### config.mk
export PLATFORM = sky130hd
export DESIGN_NAME = mux_parity_pipe
export DESIGN_NICKNAME = d
export VERILOG_FILES = /design/src/rtl/mux_parity_pipe.sv
export SDC_FILE = /design/constraint.sdc
export NUM_CORES = 1
export LEC_CHECK = 0
export ABC_AREA = 1
export CORE_MARGIN = 8
export CORE_UTILIZATION = 51
export CTS_CLUSTER_DIAMETER = 200
export CTS_CLUSTER_SIZE = 12
export DETAILED_ROUTE_END_ITERATION = 16
export HOLD_SLACK_MARGIN = 0.05
export PLACE_DENSITY = 0.9
export SETUP_SLACK_MARGIN = 0.05
export SLEW_MARGIN = 25
export SYNTH_ARGS = -nofsm -noshare
export SYNTH_HDL_FRONTEND = slang
export SYNTH_SLANG_ARGS = --single-unit
export TNS_END_PERCENT = 50
### constraint.sdc
create_clock -name clk -period 3.45 [get_ports clk]
set_clock_uncertainty 0.2 [all_clocks]
set_input_delay 0.345 -clock clk [delete_from_list [all_inputs] [get_ports clk]]
set_output_delay 0.345 -clock clk [all_outputs]
set_load 0.1 [all_outputs]
### src/rtl/mux_parity_pipe.sv
// Four-source per-channel mux with a two-stage valid/ready pipeline and XOR parity.
// Optional parity checker enabled by defining MUX_PARITY_PIPE_CHECK_EN.
module mux_parity_pipe #(
   parameter int unsigned NCH = 4,
   parameter int unsigned W   = 8
) (
   input  logic             clk,
   input  logic             rst,
   input  logic [4*W-1:0]   src,
   input  logic [2*NCH-1:0] sel,
   input  logic [NCH-1:0]   en,
   input  logic             in_valid,
   output logic             in_ready,
   output logic             out_valid,
   input  logic             out_ready,
   output logic [NCH*W-1:0] chan_out,
   output logic [W-1:0]     parity,
   output logic             any_en
`ifdef MUX_PARITY_PIPE_CHECK_EN
   ,
   input  logic [W-1:0]     exp_parity,
   output logic             mismatch,
   output logic [15:0]      err_cnt
`endif
);

   logic             s1_valid_q, s2_valid_q;
   logic [NCH*W-1:0] s1_data_q, s2_data_q;
   logic             s1_any_q, s2_any_q;
   logic [W-1:0]     s2_par_q;
   logic             s1_en, s2_en;
   logic [NCH*W-1:0] s1_data_d;
   logic [W-1:0]     par_d;

   assign s2_en    = !s2_valid_q || out_ready;
   assign s1_en    = !s1_valid_q || s2_en;
   assign in_ready = s1_en;

   always_comb begin
      s1_data_d = '0;
      for (int i = 0; i < int'(NCH); i++) begin
         if (en[i]) s1_data_d[i*W +: W] = src[int'(sel[2*i +: 2])*int'(W) +: W];
      end
   end

   always_comb begin
      par_d = '0;
      for (int i = 0; i < int'(NCH); i++) begin
         par_d = par_d ^ s1_data_q[i*W +: W];
      end
   end

   always_ff @(posedge clk) begin
      if (rst) begin
         s1_valid_q <= 1'b0;
         s2_valid_q <= 1'b0;
      end else begin
         if (s1_en) s1_valid_q <= in_valid;
         if (s2_en) s2_valid_q <= s1_valid_q;
      end
   end

   // Data stages carry no reset; outputs are gated by out_valid instead.
   always_ff @(posedge clk) begin
      if (s1_en && in_valid) begin
         s1_data_q <= s1_data_d;
         s1_any_q  <= |en;
      end
      if (s2_en && s1_valid_q) begin
         s2_data_q <= s1_data_q;
         s2_par_q  <= par_d;
         s2_any_q  <= s1_any_q;
      end
   end

   assign out_valid = s2_valid_q;
   assign chan_out  = out_valid ? s2_data_q : '0;
   assign parity    = out_valid ? s2_par_q : '0;
   assign any_en    = out_valid & s2_any_q;

`ifdef MUX_PARITY_PIPE_CHECK_EN
   logic [W-1:0] s1_exp_q;
   logic         s2_mis_q;
   logic [15:0]  err_cnt_q;

   always_ff @(posedge clk) begin
      if (s1_en && in_valid) s1_exp_q <= exp_parity;
      if (s2_en && s1_valid_q) s2_mis_q <= (par_d != s1_exp_q);
   end

   always_ff @(posedge clk) begin
      if (rst) begin
         err_cnt_q <= 16'h0000;
      end else if (out_valid && out_ready && s2_mis_q && (err_cnt_q != 16'hFFFF)) begin
         err_cnt_q <= err_cnt_q + 16'h0001;
      end
   end

   assign mismatch = out_valid & s2_mis_q;
   assign err_cnt  = err_cnt_q;
`endif

endmodule

==> flow_metrics.tcl, run 1 <==
set metrics [dict create \
    ys_seq_area_share_pct 53.6 \
    ioPinCount 91 \
    r2r_cells 5 \
    setup_slack_ps 1360 \
    wl_per_cell_um 14.9 \
    pwr-share-seq_pct 47.8 \
    ys_types 16 \
    dieArea_um2 11400 \
    yosys.area_share.simple_pct 25.3 \
    status "complete, no violations" \
    tns_ps 0 \
    postCtsSetupRepairBufs 0 \
    grt_pass1_wl_um 16900 \
    timing.final.crit_share_pct 60.7 \
    mostFrequentLayoutCell "nand2_1" \
    ys_ff_latch 76 \
    synth.mux.area_fraction_pct 0 \
    p_switching_mw 0.695 \
    clock_sinks 76 \
    clk_pin_slew_worst_paths_ps 80 \
    antenna_left 0 \
    synth_compound_area_share_pct 4.15 \
    gr-usage-met3_pct 5.10 \
    crit_type "flip-flop to primary output" \
    cts_resized 0 \
    place_hpwl_um 7470 \
    cts_made_buffers 9 \
    initial_utilization_pct 51.9 \
    met2_usage_pct 31.3 \
    coreArea_um2 8130 \
    peakVddDrop_mv 0.183 \
    placed_cell_area_um2 5010 \
    worst-r2r-setup-slack_ps 1600 \
    cp-startpoint "out_valid$_SDFFE_PP0P_" \
    p_sw_share_pct 29.7 \
    syn_area_um2 4220 \
    grt_remaining_overflow 0 \
    clockBufferDepth 2 \
    syn_inst 513 \
    grt_usage_pct 18.5 \
    min_period_ps 2090 \
    antennaDiodeCount 0 \
    cap_violations 0 \
    drive_gt1_share_pct 11.1 \
    worstSetupStartpointType "flip-flop" \
    routabilityCongestion 0.845 \
    die_width_um 107 \
    hold_viol_final 0 \
    pre_cts_slack_ps 1240 \
    rsz0062_at_grt "no" \
    crit_path_end_kind "primary output" \
    grt_max_degree 45 \
    power_frac_clock_pct 31.3 \
    setup_violations 0 \
    nFillCells 634 \
    synthesis.nets 561 \
    cts_tree "built" \
    drtPass1Iterations 5 \
    vias 3677 \
    layout_common_cells "nand2_1, inv_1, edfxtp_1" \
    worstPathArrival_ps 1550 \
    antenna_found_initial 0 \
    critical_path.endpoint "chan_out[27]" \
    power_density_nw_per_um2 448 \
    maxSlewHeadroom_pct 47.8 \
    synthAdderAreaFrac_pct 0 \
    yosys.area_share.xor_xnor_pct 3.32 \
    min_path_cells 0 \
    drt-total-wl_um 10500 \
    crit_required_ps 2900 \
    combPwrFrac_pct 20.9 \
    r2r-start "out_valid$_SDFFE_PP0P_" \
    port_buffers 90 \
    die_y_um 107 \
    synth.area.top_cells "edfxtp_1, nand2_1, inv_1" \
    avgSynthCellArea_um2 8.22 \
    h-tree-depth 3 \
    routed_via_density 5.21 \
    clock_latency_ps 340 \
    yosys_warnings 0 \
    drt_iter0_drc 506 \
    yosys.area.top_type "edfxtp_1" \
    syn_to_final_growth_pct 23.8 \
    ctsHoldBuffers 0 \
    fmax_ghz 0.478 \
    min_path_type "flip-flop to flip-flop" \
    synth_top_family_by_area "simple AND/OR/NAND/NOR gates" \
    intPower_mw 1.65 \
    stdcell_area_um2 5220 \
    drv_slew 0 \
    synth_top_area_share_pct 52.7 \
    tightest_slew_ps 781 \
    leakagePower_nw 2.59 \
    grt_pass1_vias 3632 \
    cp_max_fo 44 \
    fp-row-count 33 \
    met1_usage_pct 20.3 \
    rr_endpoint "s1_data_q[5]$_SDFFCE_PN0P_" \
    fin_nets 644 \
    drc 0 \
    clockRootBuffer "clkbuf_8" \
    grt.busiest_layer "met2" \
]
## power groups by stage
stage	Sequential, mW	Clock [mW]	Combinational, mW
2_1_floorplan	1.14	0	0.350
3_3_place_gp	1.14	0	0.468
3_5_place_dp	1.14	0	0.482
4_1_cts	1.12	0.736	0.485
5_1_grt	1.12	0.774	0.529
6_report	1.12	0.733	0.489
## logic make-up after synthesis
group	count (synthesis)
buffers and inverters	125
AND/OR/NAND/NOR	261
XOR/XNOR	16
flip-flops	76
AO/OA/AOI/OAI	35
## Yosys cell counts
library cell and n:
nand2_1 193, inv_1 96, edfxtp_1 74, nand3_1 65, a21oi_1 35, xnor2_1 16, buf_2 10, buf_6 8
clkinv_1 4, inv_4 3, buf_4 2, dfxtp_1 2, nand2_2 2, buf_8 1, inv_6 1, nand4_1 1
## area by class of cell
class                   instances  area [um2]  share of cell area, %
clock buffers                   9         124                   2.37
clock inverters                 7        90.1                   1.73
inverters                     104         403                   7.72
multi-input cells             312        1400                   26.7
flip-flops and latches         76        2260                   43.3
well taps                     105         131                   2.52
repair buffers                 93         816                   15.6
## stage by stage
stage	util (%)	cells	hold slack, ps	power (mW)
after detailed placement	61.6	690	247	1.62
after floorplan	-	513	200	1.49
after global placement	61.6	690	203	1.60
final	64.2	706	243	2.34
after CTS	64.2	706	257	2.34
after global routing	64.2	706	258	2.43
## sequential cells by signal (all words and copies together), names as in the netlist
register / cells
s1_valid_q: 1
s2_par_q: 8
s2_any_q: 1
out_valid: 1
s1_data_q: 32
s1_any_q: 1
s2_data_q: 32
## routing by layer
layer / share of wire (%) / up-vias
li1: - / 1763
met1: 35 / 1579
met2: 47 / 274
met3: 12 / 61
met4: 5.1 / 0
met5: 0 / -
## worst min path at each step
stage	endpoint	slack, ps	start
after floorplan	s2_any_q$_DFFE_PP_	200	s1_any_q$_DFFE_PP_
after global placement	s2_any_q$_DFFE_PP_	200	s1_any_q$_DFFE_PP_
after detailed placement	s2_any_q$_DFFE_PP_	250	s1_any_q$_DFFE_PP_
after CTS	s2_any_q$_DFFE_PP_	260	s1_any_q$_DFFE_PP_
after global routing	s2_any_q$_DFFE_PP_	260	s1_any_q$_DFFE_PP_
final	s2_any_q$_DFFE_PP_	240	s1_any_q$_DFFE_PP_
## worst max-delay path, stage by stage (launching register included)
cell     delay [ps]
dfxtp_1         330
buf_4           380
nand2_1         110
inv_1            90
buf_4           290
Power figures use the tool's default switching activity.
==> run 2: changes to the inputs <==
CORE_UTILIZATION = 46   (was 51)
PLACE_DENSITY = 0.86   (was 0.9)
clock period = 1.7 ns   (was 3.45 ns; I/O delays follow)
==> run 2 against run 1 <==
  * Via count rose by 3.5%
  * Worst setup slack got worse by 1300 ps
  * Global-route usage fell by 0.43 points
  * Power rose by 97%
  * Sequential cell count did not move
  * First-iteration DRC count fell by 23%
  * Critical path depth did not move
  * Final area rose by 14%
  * Clock power rose by 57%
  * Routed wire length rose by 9.1%
  * Non-clock buffer count rose by 16
==> flow_metrics.tcl, run 2 (synthesis results as in run 1) <==
set metrics [dict create \
    routed_via_density 5.23 \
    clockBufferDepth 2 \
    grt_remaining_overflow 0 \
    die_width_um 112 \
    grt_usage_pct 18.1 \
    drv_slew 0 \
    cp_max_fo 12 \
    finalPower_mw 4.60 \
    stdcell_area_um2 5930 \
    crit_type "flip-flop to primary output" \
    hold_viol_final 0 \
    drive_gt1_share_pct 15.6 \
    routabilityCongestion 0.924 \
    setup_violations 0 \
    place_hpwl_um 8590 \
    multi_input_area_um2 1420 \
    drtPass1Iterations 5 \
    nFillCells 690 \
    peakVddDrop_mv 0.347 \
    drt_iter0_drc 388 \
    cts_made_buffers 9 \
    grt_max_degree 42 \
    dieArea_um2 12500 \
    clock_latency_ps 340 \
    mostFrequentLayoutCell "nand2_1" \
    fin_nets 660 \
    wl_per_cell_um 15.8 \
    clk_pin_slew_worst_paths_ps 70 \
    setup_slack_ps 61.5 \
    crit_path_end_kind "primary output" \
    post-route-util_pct 65.5 \
    grt_pass1_wl_um 18200 \
    die_y_um 112 \
    min_path_type "input pin to flip-flop" \
    vias 3804 \
    tns_ps 0 \
    regArea_um2 2270 \
    hold_end "out_valid$_SDFFE_PP0P_" \
    fp-row-count 35 \
    drc 0 \
    worstSetupStartpointType "flip-flop" \
    antennaDiodeCount 0 \
    placed_cell_area_um2 5730 \
    status "complete, no violations" \
    cap_violations 0 \
    grt_pass1_vias 3767 \
    min_period_ps 1640 \
    r2r_cells 5 \
    h-tree-depth 3 \
    layout_common_cells "nand2_1, inv_1, edfxtp_1" \
    top_regs "s1_data_q: 32 flops, s2_data_q: 32 flops, s2_par_q: 8 flops" \
    cts_tree "built" \
    clockRootBuffer "clkbuf_8" \
    coreArea_um2 9060 \
    ctsHoldBuffers 0 \
    rsz0062_at_grt "yes" \
    crit_required_ps 1330 \
    antenna_left 0 \
    min_path_cells 2 \
    drt-total-wl_um 11500 \
    power_density_nw_per_um2 775 \
    fmax_ghz 0.610 \
    initial_utilization_pct 46.5 \
    worst-r2r-setup-slack_ps 210 \
    antenna_found_initial 0 \
    timing.final.crit_share_pct 96.4 \
    maxSlewHeadroom_pct 75.2 \
    syn_to_final_growth_pct 40.7 \
    worstPathArrival_ps 1270 \
    tightest_slew_ps 372 \
    r2r-start "out_valid$_SDFFE_PP0P_" \
    pre_cts_slack_ps -22.2 \
    clock_sinks 76 \
    hold_start "rst" \
    leakagePower_nw 2.78 \
    ioPinCount 91 \
    port_buffers 90 \
    rr_endpoint "s1_data_q[23]$_SDFFCE_PN0P_" \
]
[run 2: final cells by class]
type	count	share of cell area, %
sequential	76	38.2
timing repair buffer	109	26.0
multi-input combinational	312	23.9
inverter	104	6.85
tap	111	2.34
clock buffer	12	2.28
clock inverter	4	0.464
[run 2: metal layers]
metal	vias up	routed length, um	GRT usage, %
met4	0	320	8.84
met2	233	5580	31.3
met3	37	1090	3.46
met1	1731	4500	21.1
met5	-	0	0
li1	1803	-	-
[run 2: power breakdown]
part	total, mW	switching [mW]	internal (mW)
Clock	1.15	0.618	0.531
Sequential	2.28	0.0664	2.21
Combinational	1.17	0.726	0.445
[run 2: how the worst max path moves through the flow]
stage	from	to	slack, ps	cells past startpoint
6_report	out_valid$_SDFFE_PP0P_	chan_out[23]	60	4
5_1_grt	out_valid$_SDFFE_PP0P_	chan_out[4]	-8	4
4_1_cts	out_valid$_SDFFE_PP0P_	in_ready	30	4
3_5_place_dp	out_ready	s1_data_q[24]$_SDFFCE_PN0P_	-20	6
3_3_place_gp	out_ready	s2_data_q[20]$_DFFE_PP_	20	4
2_1_floorplan	out_valid$_SDFFE_PP0P_	s1_any_q$_DFFE_PP_	-520	4
[run 2: per-stage QoR]
stage,std cells,hold slack (ps)
floorplan,513,29.4
global route,728,213
detailed placement,709,259
global placement,709,207
finish,728,197
CTS,729,186
[run 2: repair_timing]
item / 4_1_cts / 5_1_grt
cloned: 0 / 0
setup buffers: 4 / 0
endpoints found under the setup margin: 22 / 34
resized for setup: 2 / 13
[run 2: critical path, cell delays in order (launching register included)]
cell and delay, ps:
dfxtp_4 420, buf_6 160, nand2_1 70, inv_1 100
buf_12 180
